$ cat src/rtl/vga_pkg.sv
// ---------------------------------------------------------------------------
// vga_pkg
// Shared constants and helpers for the VGA output path.
//   RGB_W          : width of the 3-bit DAC colour bus
//   BLACK..BLUE    : named colour codes {r,g,b}
//   H_* / V_*      : 640x480 @ 60 Hz timing, in pixels and lines
//   blink_phase_e  : state of the optional text blink
//   pixel_gate()   : final blanking / hiding mux for one pixel
// ---------------------------------------------------------------------------
package vga_pkg;

  localparam int RGB_W = 3;

  localparam logic [RGB_W-1:0] BLACK = 3'b000;
  localparam logic [RGB_W-1:0] RED   = 3'b100;
  localparam logic [RGB_W-1:0] GREEN = 3'b010;
  localparam logic [RGB_W-1:0] BLUE  = 3'b001;

  localparam int H_DISPLAY = 640;
  localparam int H_FRONT   = 16;
  localparam int H_SYNC    = 96;
  localparam int H_BACK    = 48;
  localparam int H_TOTAL   = H_DISPLAY + H_FRONT + H_SYNC + H_BACK;

  localparam int V_DISPLAY = 480;
  localparam int V_FRONT   = 10;
  localparam int V_SYNC    = 2;
  localparam int V_BACK    = 33;
  localparam int V_TOTAL   = V_DISPLAY + V_FRONT + V_SYNC + V_BACK;

  typedef enum logic {
    BLINK_VISIBLE = 1'b0,
    BLINK_HIDDEN  = 1'b1
  } blink_phase_e;

  // Outside the visible area, or while text is being hidden, the DAC
  // must see black; otherwise the text colour passes straight through.
  function automatic logic [RGB_W-1:0] pixel_gate(
    input logic             video_on,
    input logic             hide,
    input logic [RGB_W-1:0] colour
  );
    return (!video_on || hide) ? BLACK : colour;
  endfunction

endpackage

$ cat src/rtl/vga_sync_dly.sv
// ---------------------------------------------------------------------------
// vga_sync_dly
// Enable-qualified shift register that delays a small bundle of sync flags
// by DEPTH stages. Stages only move when en_i is high.
//   clk    : system clock
//   reset  : synchronous, active-low clear of every stage
//   en_i   : stage advance enable (pixel tick)
//   din_i  : flags entering the line
//   dout_o : flags leaving the last stage (a register output)
// ---------------------------------------------------------------------------
module vga_sync_dly #(
  parameter int WIDTH = 3,
  parameter int DEPTH = 2
) (
  input  logic             clk,
  input  logic             reset,
  input  logic             en_i,
  input  logic [WIDTH-1:0] din_i,
  output logic [WIDTH-1:0] dout_o
);

  logic [WIDTH-1:0] stage_q [DEPTH];

  // Shift one position per enabled clock; stage 0 takes the new input.
  always_ff @(posedge clk) begin
    if (!reset) begin
      for (int i = 0; i < DEPTH; i++) begin
        stage_q[i] <= '0;
      end
    end else if (en_i) begin
      stage_q[0] <= din_i;
      for (int i = 1; i < DEPTH; i++) begin
        stage_q[i] <= stage_q[i-1];
      end
    end
  end

  assign dout_o = stage_q[DEPTH-1];

endmodule

$ cat src/rtl/vga_pixel_out.sv
// ---------------------------------------------------------------------------
// vga_pixel_out
// Final stage of the VGA path: re-times the sync generator flags, lines the
// text colour up with them, blanks outside the visible area and counts
// frames. Optional text blink is compiled in with macro VGA_TEXT_BLINK_EN.
//   clk, reset   : system clock, synchronous active-low reset
//   p_tick       : pixel enable; all pipeline state advances only on it
//   hsync_in, vsync_in, video_on_in : flags from the sync generator
//   text_on      : {k,i,r} region flags from the text generator
//   text_rgb     : text colour, SYNC_DLY-1 ticks behind the sync flags
//   hsync, vsync : delayed syncs to the connector
//   rgb          : pixel colour to the DAC
//   frame_cnt    : number of vsync rising edges seen (wraps at 16 bits)
// ---------------------------------------------------------------------------
module vga_pixel_out
  import vga_pkg::*;
#(
  parameter int SYNC_DLY     = 2,
  parameter int BLINK_FRAMES = 30
) (
  input  logic             clk,
  input  logic             reset,
  input  logic             p_tick,
  input  logic             hsync_in,
  input  logic             vsync_in,
  input  logic             video_on_in,
  input  logic [2:0]       text_on,
  input  logic [RGB_W-1:0] text_rgb,
  output logic             hsync,
  output logic             vsync,
  output logic [RGB_W-1:0] rgb,
  output logic [15:0]      frame_cnt
);

  if (SYNC_DLY < 1 || SYNC_DLY > 4) begin : g_bad_sync_dly
    $error("vga_pixel_out: SYNC_DLY must be 1..4");
  end
  if (BLINK_FRAMES < 1 || BLINK_FRAMES > 255) begin : g_bad_blink_frames
    $error("vga_pixel_out: BLINK_FRAMES must be 1..255");
  end

  // The delay line starts out full of cleared zeros. An edge is only
  // trusted once both the current and previous delayed vsync samples come
  // from real input, i.e. after SYNC_DLY+1 ticks; otherwise a vsync that
  // was already high across reset would look like a fresh rising edge.
  localparam logic [2:0] FILL_FULL = 3'(SYNC_DLY + 1);

  logic [2:0]       sync_dly;
  logic             vsync_dly;
  logic             video_on_dly;

  logic [RGB_W-1:0] text_rgb_q;
  logic [2:0]       text_on_q;
  logic             vs_prev_q;
  logic [2:0]       fill_q, fill_d;
  logic [15:0]      frame_cnt_q, frame_cnt_d;
  logic             vs_edge;
  logic             hide;

  vga_sync_dly #(
    .WIDTH (3),
    .DEPTH (SYNC_DLY)
  ) u_sync_dly (
    .clk    (clk),
    .reset  (reset),
    .en_i   (p_tick),
    .din_i  ({hsync_in, vsync_in, video_on_in}),
    .dout_o (sync_dly)
  );

  assign vsync_dly    = sync_dly[1];
  assign video_on_dly = sync_dly[0];

  // Rising-edge detect on the delayed vsync plus next-state for the
  // frame counter and the post-reset fill counter.
  always_comb begin
    vs_edge     = p_tick && (fill_q == FILL_FULL) && vsync_dly && !vs_prev_q;
    frame_cnt_d = frame_cnt_q + {15'd0, vs_edge};
    fill_d      = fill_q;
    if (p_tick && (fill_q != FILL_FULL)) begin
      fill_d = fill_q + 3'd1;
    end
  end

  // Text stage and edge-detect history; one stage on text_rgb/text_on is
  // what lines them up with the SYNC_DLY-deep sync flags.
  always_ff @(posedge clk) begin
    if (!reset) begin
      text_rgb_q  <= BLACK;
      text_on_q   <= '0;
      vs_prev_q   <= 1'b0;
      fill_q      <= '0;
      frame_cnt_q <= '0;
    end else begin
      if (p_tick) begin
        text_rgb_q <= text_rgb;
        text_on_q  <= text_on;
        vs_prev_q  <= vsync_dly;
      end
      fill_q      <= fill_d;
      frame_cnt_q <= frame_cnt_d;
    end
  end

`ifdef VGA_TEXT_BLINK_EN
  localparam logic [7:0] BLINK_LAST = 8'(BLINK_FRAMES - 1);

  logic [7:0]   blink_cnt_q;
  blink_phase_e blink_q;

  // Blink phase machine: count frames and flip visibility every
  // BLINK_FRAMES frames.
  always_ff @(posedge clk) begin
    if (!reset) begin
      blink_cnt_q <= '0;
      blink_q     <= BLINK_VISIBLE;
    end else if (vs_edge) begin
      if (blink_cnt_q == BLINK_LAST) begin
        blink_cnt_q <= '0;
        blink_q     <= (blink_q == BLINK_VISIBLE) ? BLINK_HIDDEN : BLINK_VISIBLE;
      end else begin
        blink_cnt_q <= blink_cnt_q + 8'd1;
      end
    end
  end

  assign hide = (blink_q == BLINK_HIDDEN) && (text_on_q != 3'b000);
`else
  // Without blink, text is always shown and the region flags have no job.
  logic text_on_unused;
  assign text_on_unused = |text_on_q;
  assign hide           = 1'b0;
`endif

  // Every term here is a flop output, so hsync, vsync and rgb all change
  // on the same clock edge.
  assign hsync     = sync_dly[2];
  assign vsync     = vsync_dly;
  assign rgb       = pixel_gate(video_on_dly, hide, text_rgb_q);
  assign frame_cnt = frame_cnt_q;

endmodule

$ cat config.mk
export PLATFORM = sky130hd
export DESIGN_NAME = vga_pixel_out
export DESIGN_NICKNAME = d
export VERILOG_FILES = /design/src/rtl/vga_pkg.sv /design/src/rtl/vga_sync_dly.sv /design/src/rtl/vga_pixel_out.sv
export SDC_FILE = /design/constraint.sdc
export NUM_CORES = 1
export LEC_CHECK = 0
export BUFFER_PORTS_ARGS = -buffer_cell sky130_fd_sc_hd__buf_2
export CORE_MARGIN = 2
export CORE_UTILIZATION = 40
export CTS_CLUSTER_DIAMETER = 60
export DETAILED_ROUTE_END_ITERATION = 10
export MAX_ROUTING_LAYER = met4
export PLACE_DENSITY = 0.62
export SLEW_MARGIN = 20
export SYNTH_ARGS = -nofsm -noshare
export SYNTH_HDL_FRONTEND = slang
export SYNTH_SLANG_ARGS = --single-unit
$ cat constraint.sdc
create_clock -name clk -period 5.1 [get_ports clk]
set_clock_uncertainty 0.2 [all_clocks]
set_input_delay 0.51 -clock clk [delete_from_list [all_inputs] [get_ports clk]]
set_output_delay 0.51 -clock clk [all_outputs]
set_load 0.03 [all_outputs]
# Word level (Yosys, flattened, before mapping)

Memories as Yosys holds them, arrays and structs flattened.
Cells that the tools add are included.

Bitwise logic cells: 2
Reduce and logical (&&, ||, !) cells: 5
Equality and inequality tests: 2
Mux-type cells: 7
Add/subtract/negate cells: 2

Operators by type and width:

| operator                                                              | number |
|---|---|
| 16-bit by 1-bit adder with 16-bit output                              | 1 |
| 3-bit two-way mux                                                     | 3 |
| 1-bit logical AND                                                     | 4 |
| 1-bit two-way mux                                                     | 4 |
| 3-bit by 1-bit adder with 3-bit output, second input constant         | 1 |
| 3-bit by 2-bit equality test with 1-bit output, second input constant | 1 |
| 3-bit by 2-bit != test with 1-bit output, second input constant       | 1 |
| 1-bit OR                                                              | 2 |
| 1-bit logical NOT                                                     | 1 |

RAM bits: 6
Input bits: 12
Register bits after elaboration: 23
Logic and storage cells: 23
Memories: 1
Output and inout port bits: 21

Memory list:

| memory             | words | bits a word | rd ports | clocked after Yosys merged registers in | wr ports | RTL line           | text |
|---|---|---|---|---|---|---|---|
| u_sync_dly.stage_q | 2     | 3           | 2        | 0                                       | 2        | vga_sync_dly.sv:22 | `logic [WIDTH-1:0] stage_q [DEPTH];` |

# Logic depth before layout (Yosys ltp)

Word-level depth: 5
Mapped depth: 8
Gate-level depth less buffers: 8

# By module

From an unflattened synthesis, not the netlist that was laid out.

Cell total of the unflattened synthesis: 124
Area, all modules: 1,333.8 um2

Modules (own cells, without submodules):

| module        | seq. area each (um2) | area an instance (um2) | cells an instance | instances |
|---|---|---|---|---|
| vga_pixel_out | 460.4                | 1,087.3                | 108               | 1 |
| vga_sync_dly  | 180.2                | 246.5                  | 16                | 1 |

# Worst setup path after synthesis

No wires, ideal clock.

Path type: register -> register
Start: reg fill_q[0]
End: reg frame_cnt_q[12], in the netlist frame_cnt[12]
Arrival: 1,955 ps
Data required time: 4,829 ps
Cell stages (with the launch flop): 9
Setup slack: 2,874 ps
Path buffers: 0
Path through: dfxtp_1 ha_1 ha_1 and4b_1 ha_1 ha_1 nand4_4 or4_1 a21oi_1

Cells in the longest elaborated chain, start to end: 5

Ends and longest elaborated chain:

| element                                        | RTL line             | text |
|---|---|---|
| start, declared                                | vga_pixel_out.sv:55  | `logic [2:0] fill_q, fill_d;` |
| start signal, assigned                         | vga_pixel_out.sv:100 | `fill_q <= fill_d;` |
| 3-bit by 2-bit equality test with 1-bit output | vga_pixel_out.sv:77  | `vs_edge = p_tick && (fill_q == FILL_FULL) && vsync_dly && !vs_prev_q;` |
| 1-bit logical AND (3 in a row)                 | vga_pixel_out.sv:77  |  |
| 16-bit by 1-bit adder with 16-bit output       | vga_pixel_out.sv:78  | `frame_cnt_d = frame_cnt_q + {15'd0, vs_edge};` |
| end signal, assigned                           | vga_pixel_out.sv:101 | `frame_cnt_q <= frame_cnt_d;` |
| end, declared                                  | vga_pixel_out.sv:56  | `logic [15:0] frame_cnt_q, frame_cnt_d;` |

Every way passes these cells.
A chain may end at the register's enable or synchronous reset.

# Worst setup path in the final report

Start: reg fill_q[0]
End: reg frame_cnt_q[10], in the netlist frame_cnt[10]

The elaborated chain is that of the path after synthesis.

==> impl_metrics.env <==
export IMPL_final_core_util_pct=50.0
export IMPL_slew_violations=0
export IMPL_synth_area_mux_share_pct=7.69
export IMPL_cts_setup_buffers=0
export IMPL_cp_required_ns=5.16
export IMPL_numCtsBuffers=5
export IMPL_critPathMaxStageDelay_ns=0.53
export IMPL_vias_per_cell=5.08
export IMPL_ant_nets=0
export IMPL_coreArea_sq_um=3080
export IMPL_worst_path_max_fanout=9
export IMPL_setup_viol=0
export IMPL_maxSlewHeadroom_pct=66.5
export IMPL_clockRootBuffer="clkbuf_4"
export IMPL_synth_edf_count=6
export IMPL_worst_pin_slew_ns=0.502
export IMPL_cp_cell_sequence="ha_1 > ha_1 > and4b_1 > ha_1 > ha_1 > nand4_4 > or4_1 > a21oi_1"
export IMPL_synth_top_area_share_pct=35.4
export IMPL_cts_resized=0
export IMPL_area_growth_syn_to_layout_pct=18.4
export IMPL_place_area_sq_um=1480
export IMPL_clkTransAtPathRegs_ns=0.09
export IMPL_drive_gt1_share_pct=24.2
export IMPL_worst_slack_ns=2.66
export IMPL_finalHoldViolCount=0
export IMPL_ys_types=30
export IMPL_path_buf_inv=0
export IMPL_synthAdderAreaFrac_pct=4.81
export IMPL_fp_dieH_um=61.0
export IMPL_rows=20
export IMPL_critical_path_class="reg2reg"
export IMPL_cp_start_kind="flop"
export IMPL_critPathSlowestCell="or4_1"
export IMPL_fin_area_sq_um=1540
export IMPL_ir_drop_v=0.000187
export IMPL_gp_congestion=0.740
export IMPL_remaining_drc_errors=0
export IMPL_fmax_mhz=410
export IMPL_antenna_found_initial=0
export IMPL_final_common_cell="buf_2"
export IMPL_drt_pass1_iterations=4
export IMPL_clock_latency_ns=0.33
export IMPL_dp_hpwl_um=1800
export IMPL_io_pins=33
export IMPL_grt_setup_unrepaired="false"
export IMPL_diodes=0
export IMPL_dr_first_iter_drc_count=32
export IMPL_synth_ff_type="dfxtp_1"
export IMPL_min_path_type="in2reg"
export IMPL_grt_pass1_vias=973
export IMPL_leakage_nw=0.712
export IMPL_synthXorXnorAreaFrac_pct=2.69
export IMPL_ctsHoldBuffers=0
export IMPL_synth_simple_area_share_pct=27.1
export IMPL_crit_family="simple AND/OR/NAND/NOR gates"
export IMPL_fin_tns_setup_ns=0
export IMPL_wirelength_um=2620
export IMPL_dp_slack_ns=2.56
export IMPL_dieArea_sq_um=3730
export IMPL_outcome="completed"
export IMPL_period_minus_slack_ns=2.44
export IMPL_yosysTopAreaCell="dfxtp_1"
export IMPL_worstPathArrival_ns=2.50
export IMPL_grt_pass1_wl_um=4250
export IMPL_grt_total_usage_pct=16.6
export IMPL_cts_tree="done"
export IMPL_wl_per_cell_um=12.8
export IMPL_synthCells=129
export IMPL_synth_top_family_by_area="simple AND/OR/NAND/NOR gates"
export IMPL_clockBufferDepth=2
export IMPL_yosys_warnings=0
export IMPL_power_density_nw_per_um2=272
export IMPL_synth_area_leaders="dfxtp_1 35%, edfxtp_1 14%, mux2i_1 7.7%"
export IMPL_synth_avg_cell_area_sq_um=10.1
export IMPL_synth_ff_latch_count=29
export IMPL_worst_path_most_repeated_cell="ha_1"
export IMPL_synth_async_sr_flop_share_pct=0
export IMPL_overflow=0
export IMPL_nets=177
export IMPL_critPathCaptureType="flop"
export IMPL_die_x_um=61.0
export IMPL_min_period_over_period_pct=47.8
export IMPL_yosysSeqAreaShare_pct=49.2
export IMPL_io_buffers=29
export IMPL_synth_nets=146
export IMPL_final_cell_mix="29 x buf_2, 23 x dfxtp_1, 10 x mux2i_1, 10 x nor2_1, 8 x nand2_1"
export IMPL_start_util_pct=42.3
export IMPL_cts_sinks=29
export IMPL_htree_levels=2
export IMPL_vias=1042
export IMPL_synth_compound_area_share_pct=5.77
export IMPL_power_mw=0.419
export IMPL_cap_violations=0
export IMPL_syn_area_sq_um=1300
export IMPL_grt_max_degree=21
-- final timing paths --
path	depth (start not counted)	start	slack [ns]	endpoint
hold / removal	3	text_rgb[0]	0.22	text_rgb_q[0]
setup / recovery	8	fill_q[0]	2.66	frame_cnt[10]
hold reg to reg	2	frame_cnt[15]	0.29	frame_cnt[15]
setup reg to reg	8	fill_q[0]	2.66	frame_cnt[10]
-- cells by family after synthesis --
logic type | count (synthesis)
AND/OR/NAND/NOR | 59
flip-flops | 29
AO/OA/AOI/OAI | 13
multiplexers | 10
buffers and inverters | 9
adder cells (fa/ha/maj) | 5
XOR/XNOR | 4
-- registers in the layout, summed over array words and instances, names as in the netlist --
signal / count
fill_q: 3
vs_prev_q: 1
text_rgb_q: 3
frame_cnt: 16
u_sync_dly.stage_q: 6
-- where the power goes --
part           internal (mW)  total [mW]  switching (mW)
clock network         0.0679       0.147          0.0795
registers              0.242       0.245         0.00330
logic                 0.0106      0.0265          0.0159
total                  0.320       0.419          0.0988
-- metal layers --
metal | wire length (um) | share of wire (%) | global-route usage, %
met1 | 1190 | 45 | 19.6
met5 | 0 | 0 | -
met4 | 55 | 2.1 | 8.70
met3 | 136 | 5.2 | 6.93
met2 | 1240 | 47 | 23.9
-- tightest hold or removal path, delay by kind of cell --
kind	cells	cell delay, ns
buffers and inverters	1	0.08
muxes	1	0.05
and+or+nand+nor	1	0.07
-- synthesized netlist by cell type (2+ instances only) --
| master | number |
|---|---|
| a21oi_1 | 6 |
| and2_1 | 5 |
| and3_1 | 7 |
| clkbuf_1 | 4 |
| dfxtp_1 | 23 |
| edfxtp_1 | 6 |
| ha_1 | 5 |
| inv_1 | 4 |
| mux2i_1 | 10 |
| nand2_1 | 8 |
| nand2b_1 | 6 |
| nand3_1 | 6 |
| nand4_1 | 3 |
| nor2_1 | 10 |
| nor4_1 | 2 |
| o21ai_0 | 3 |
| o31ai_1 | 3 |
| or3_2 | 2 |
| or4_1 | 3 |
| xnor2_1 | 2 |
| xor2_1 | 2 |
-- stage by stage --
step                hold slack (ns)  cells
detailed placement            0.276    197
finish                        0.217    205
floorplan                     0.252    129
global placement              0.252    197
CTS                           0.206    205
global route                  0.223    205
-- layout make-up --
type	instances	area, sq um
Inverter	4	15.0
Clock buffer	8	58.8
Tap cell	44	55.1
Multi-Input combinational cell	91	626
Fill cell	306	1540
Timing Repair Buffer	29	145
Sequential cell	29	641
Note: power is estimated with default switching activity, not from simulation.
